## config.mk

```make
export PLATFORM = sky130hd
export DESIGN_NAME = flash_read_arbiter
export DESIGN_NICKNAME = d
export VERILOG_FILES = /design/src/rtl/flash_read_arbiter.sv
export SDC_FILE = /design/constraint.sdc
export NUM_CORES = 1
export LEC_CHECK = 0
export CORE_MARGIN = 10
export CORE_UTILIZATION = 37
export CTS_BUF_LIST = sky130_fd_sc_hd__clkbuf_16
export DETAILED_ROUTE_END_ITERATION = 10
export PLACE_DENSITY_LB_ADDON = 0.2
export SYNTH_ARGS = -nofsm -noshare
export SYNTH_HDL_FRONTEND = slang
export SYNTH_SLANG_ARGS = --single-unit
```

## constraint.sdc

```tcl
create_clock -name clk -period 3.75 [get_ports clk]
set_input_delay 0.75 -clock clk [delete_from_list [all_inputs] [get_ports clk]]
set_output_delay 0.75 -clock clk [all_outputs]
set_load 0.005 [all_outputs]
```

## src/rtl/flash_read_arbiter.sv

```systemverilog
// flash_read_arbiter: round-robin arbiter of two byte-read requesters onto one SPI flash (0x03 read, mode 0)
module flash_read_arbiter #(
  parameter logic [31:0] STARTUP_WAIT = 32'd10000000,
  parameter int CS_HIGH = 4
) (
  input  logic        clk,
  input  logic        rst,
  output logic        flashClk,
  input  logic        flashMiso,
  output logic        flashMosi,
  output logic        flashCs,
  input  logic        req0_valid,
  input  logic [23:0] req0_addr,
  input  logic [7:0]  req0_len,
  output logic        req0_ready,
  input  logic        req1_valid,
  input  logic [23:0] req1_addr,
  input  logic [7:0]  req1_len,
  output logic        req1_ready,
  output logic [7:0]  rd_data,
  output logic        rd_valid,
  output logic        rd_last,
  output logic        rd_id,
  output logic        busy
);
  typedef enum logic [2:0] {STARTUP, IDLE, CMD, ADDR, READ, GAP} state_t;
  state_t state, state_nx;
  logic [31:0] cnt;
  logic [31:0] sr;
  logic [6:0] rx;
  logic [8:0] left;
  logic [23:0] addr_sel;
  logic [7:0] len_sel;
  logic id, prio, ready_q, grant1, take, shifting, byte_done;
  assign grant1 = req1_valid & (~req0_valid | prio);
  assign take = (state == IDLE) & ~ready_q & (req0_valid | req1_valid);
  assign req0_ready = take & ~grant1;
  assign req1_ready = take & grant1;
  assign addr_sel = grant1 ? req1_addr : req0_addr;
  assign len_sel = grant1 ? req1_len : req0_len;
  assign shifting = (state == CMD) | (state == ADDR);
  assign byte_done = (state == READ) & (cnt[3:0] == 4'd14);
  assign busy = state != IDLE;
  assign flashCs = state inside {STARTUP, IDLE, GAP};
  assign flashClk = shifting ? (cnt != 32'd0) & ~cnt[0] : (state == READ) & cnt[0];
  assign flashMosi = shifting & sr[31];
  assign rd_id = id;
  always_comb begin
    state_nx = state;
    case (state)
      STARTUP: state_nx = (cnt + 32'd1 >= STARTUP_WAIT) ? IDLE : STARTUP;
      IDLE:    state_nx = take ? CMD : IDLE;
      CMD:     state_nx = (cnt == 32'd16) ? ADDR : CMD;
      ADDR:    state_nx = (cnt == 32'd64) ? READ : ADDR;
      READ:    state_nx = (cnt[3:0] == 4'd15 && left == 9'd1) ? GAP : READ;
      GAP:     state_nx = (cnt + 32'd1 >= 32'(CS_HIGH)) ? IDLE : GAP;
      default: state_nx = STARTUP;
    endcase
  end
  always_ff @(posedge clk) begin
    if (rst) begin
      state <= STARTUP;
      cnt <= '0;
      sr <= '0;
      rx <= '0;
      left <= '0;
      id <= 1'b0;
      prio <= 1'b0;
      ready_q <= 1'b0;
      rd_data <= '0;
      rd_valid <= 1'b0;
      rd_last <= 1'b0;
    end else begin
      state <= state_nx;
      cnt <= (state_nx != state && state_nx != ADDR) ? '0 : cnt + 32'd1;
      ready_q <= take;
      rd_valid <= byte_done;
      rd_last <= byte_done & (left == 9'd1);
      if (take) begin
        id <= grant1;
        prio <= ~grant1;
        sr <= {8'h03, addr_sel};
        left <= {~|len_sel, len_sel};
      end
      if (shifting && cnt != 32'd0 && !cnt[0]) sr <= {sr[30:0], 1'b0};
      if (state == READ && !cnt[0]) rx <= {rx[5:0], flashMiso};
      if (byte_done) rd_data <= {rx, flashMiso};
      if (state == READ && cnt[3:0] == 4'd15) left <= left - 9'd1;
    end
  end
endmodule

```

==> flow_metrics.py <==
metrics = {
    "synth": {
        "synth_top_area_share": 0.358,
        "synth_most_common_cell": "nand2_1",
        "syn_area_um2": 5360,
        "synth-seq-cells": 96,
        "syn_inst": 682,
        "ys.flop_type": "dfxtp_1",
        "syn_area_per_cell_um2": 7.86,
        "ys_top_cells_by_count": "nand2_1, dfxtp_1, nor2_1",
        "ys_types": 67,
        "ys_seq_area_frac": 0.358,
        "synth_edf_count": 0,
        "synth_nets": 756,
        "async_reset_ff_frac": 0,
        "synth_top_area_cell": "dfxtp_1",
        "yosys_warnings": 0,
        "synth.top_cells.by_area": "dfxtp_1, nand2_1, nor2_1",
    },
    "clock_network": {
        "clockRootBuffer": "clkbuf_16",
        "cts_tree": "done",
        "insertion_delay_ps": 350,
        "clkTransAtPathRegs_ps": 60,
        "clock_sinks": 96,
        "cts_inserted_buffers": 9,
        "htreeDepth": 3,
        "clockBufferDepth": 2,
    },
    "detailed_routing": {
        "vias_per_cell": 5.57,
        "drc_errors": 0,
        "vias": 5151,
        "drtIter0Drc": 295,
        "wire_per_inst_um": 16.0,
        "ant_nets": 0,
        "first_pass_iters": 5,
        "wl_mm": 14.8,
    },
    "setup_path": {
        "cp.required_ps": 3000,
        "crit_type": "reg -> out",
        "crit_chain": "buf_4 > inv_1 > ha_1 > nor4b_1 > nand4_1 > or3_1 > o21ai_1 > o21ai_1 > clkdlybuf4s50_1",
        "cp_max_fo": 11,
        "crit_slowest_cell": "clkdlybuf4s50_1",
        "cp_common_cell": "o21ai_1",
        "timing.critical_path.buf_inv": 3,
        "end_kind": "primary output",
        "worstPathArrival_ps": 2790,
        "cp.depth": 9,
        "worstRegToRegCells": 9,
        "r2r_setup_slack_ps": 360,
        "endpoint": "flashClk",
        "critPathTopFamily": "simple AND/OR/NAND/NOR gates",
        "crit_path_start": "cnt[0]$_SDFF_PP0_",
        "r2r_start": "cnt[6]$_SDFF_PP0_",
        "cp-start-kind": "register",
        "cpPeakStageDelay_ps": 470,
        "r2r_end": "cnt[2]$_SDFF_PP0_",
    },
    "final_layout": {
        "final_cell_area_um2": 6590,
        "num-nets-final": 813,
        "num_antenna_cells": 0,
        "drive_gt1_frac": 0.0753,
        "area_growth_pct": 22.9,
    },
    "sta": {
        "rsz0062_at_grt": "false",
        "setup_viol": 0,
        "fin_crit_sh": 0.943,
        "worstMarginPinSlew_ps": 1120,
        "min_period_ps": 3540,
        "fin_setup_tns_ps": 0,
        "finClkSkew_ps": 8.31,
        "slew_violations": 0,
        "slew_headroom": 0.251,
        "hold_violations": 0,
        "fmax_mhz": 283,
        "timing.hold.ws_ps": 454,
    },
    "floorplanning": {
        "start_util": 0.382,
        "fp.dieH_um": 140,
        "pin_count": 86,
        "rows": 43,
        "coreArea_um2": 14000,
        "die_area_um2": 19700,
        "die_w_um": 140,
    },
    "placement": {
        "gp_congestion": 0.907,
        "placed_area_um2": 6300,
        "io_buffer_count": 85,
        "hpwl_mm": 10.9,
    },
    "global_routing": {
        "track_usage": 0.146,
        "grt_max_degree": 64,
        "overflow": 0,
        "grt_pass1_wl_mm": 24.3,
        "grt_antenna_before_repair": 1,
        "grt_pass1_vias": 4951,
    },
    "power": {
        "power_uw": 2070,
        "max-vdd-ir-drop_mv": 0.231,
        "power_leakage_uw": 0.00227,
        "power_density_nw_per_um2": 314,
    },
    "outcome": {
        "run_status": "completed",
    },
    "job": {
        "cap_violations": 0,
    },
    "min_path": {
        "hold_class": "reg -> reg",
    },
}
==> metal layers <==
layer | part of all wire | track usage | vias to the layer above | routed length, µm
met5 | 0 | 0 | - | 0
met4 | 0.022 | 0.0598 | 0 | 324
met3 | 0.057 | 0.0379 | 24 | 849
met2 | 0.47 | 0.238 | 129 | 6930
li1 | - | - | 2562 | -
met1 | 0.45 | 0.177 | 2436 | 6710
==> power breakdown <==
| part | internal [µW] | switching, µW |
|---|---|---|
| clock network | 505 | 381 |
| logic | 89.3 | 64.6 |
| registers | 1020 | 6.12 |
| total | 1620 | 452 |
==> worst register-to-register path: stages, from the launching register on <==
cell,delay [ps]
dfxtp_1,560
nand4_2,320
buf_4,260
nor2_1,370
and3_1,270
a31oi_1,140
nor4_1,530
a31oi_2,260
or3_1,420
o32ai_1,160
==> per-stage QoR <==
| stage | std cells | utilization | setup WS [ps] |
|---|---|---|---|
| 2_1_floorplan | 682 | - | 838 |
| 3_3_place_gp | 907 | 0.449 | 494 |
| 3_5_place_dp | 907 | 0.449 | 446 |
| 4_1_cts | 923 | 0.469 | 118 |
| 5_1_grt | 924 | 0.469 | 17.8 |
| 6_report | 924 | 0.469 | 213 |
==> state kept, by name, summed over array words and instances (netlist names) <==
signal    cells
rd_data       8
sr           32
rd_last       1
prio          1
cnt          32
rx            7
state         3
left          9
rd_id         1
ready_q       1
rd_valid      1
==> worst min path at each step <==
stage	from	endpoint	slack, ps	depth (start not counted)
after detailed placement	sr[26]$_SDFFE_PP0P_	sr[27]$_SDFFE_PP0P_	450	2
final	sr[26]$_SDFFE_PP0P_	sr[27]$_SDFFE_PP0P_	450	2
after CTS	sr[26]$_SDFFE_PP0P_	sr[27]$_SDFFE_PP0P_	460	2
after floorplan	sr[26]$_SDFFE_PP0P_	sr[27]$_SDFFE_PP0P_	430	2
after global routing	sr[28]$_SDFFE_PP0P_	sr[29]$_SDFFE_PP0P_	470	2
after global placement	sr[27]$_SDFFE_PP0P_	sr[28]$_SDFFE_PP0P_	440	2
==> placed cells by master, fill, tap and decap left out, types with 3 or more instances in the layout <==
| master | instances |
|---|---|
| a21oi_1 | 49 |
| a221oi_1 | 24 |
| a31oi_1 | 7 |
| and2_1 | 3 |
| and3_1 | 8 |
| and4_1 | 3 |
| buf_4 | 19 |
| clkbuf_16 | 9 |
| clkdlybuf4s50_1 | 84 |
| dfxtp_1 | 96 |
| ha_1 | 5 |
| inv_1 | 17 |
| mux2i_1 | 19 |
| nand2_1 | 100 |
| nand2b_1 | 6 |
| nand3_1 | 26 |
| nand4_1 | 14 |
| nand4_2 | 3 |
| nor2_1 | 79 |
| nor3_1 | 17 |
| nor4_1 | 34 |
| nor4_2 | 3 |
| nor4b_1 | 3 |
| o21ai_0 | 8 |
| o21ai_1 | 4 |
| o22ai_1 | 3 |
| o311ai_0 | 3 |
| o32ai_1 | 3 |
| or3_1 | 10 |
| xnor2_1 | 25 |
| xor2_1 | 11 |
==> logic make-up (layout without fill, tap and decap cells) <==
kind of cell / count (synthesis) / after routing / synth area share
adder cells (fa/ha/maj): 5 / 5 / 0.0117
AND/OR/NAND/NOR: 325 / 325 / 0.310
multiplexers: 20 / 20 / 0.0376
buffers and inverters: 73 / 135 / 0.0628
AO/OA/AOI/OAI: 127 / 127 / 0.161
flip-flops: 96 / 96 / 0.358
XOR/XNOR: 36 / 36 / 0.0588
==> cell type report <==
cell class                 count  area, µm²
sequential                    96       1920
tap                          180        225
clock buffer                   9        225
inverter                      15       56.3
timing repair buffer         104        988
multi-input combinational    513       3120
fill                        1378       7450
clock inverter                 7       55.1
==> what timing repair did <==
action | in CTS | in global routing
gates resized for setup | 0 | 1
hold buffers | 0 | 0
setup endpoints to repair | 0 | 1
buffers inserted | 0 | 1
Note: power is estimated with default switching activity, not from simulation.
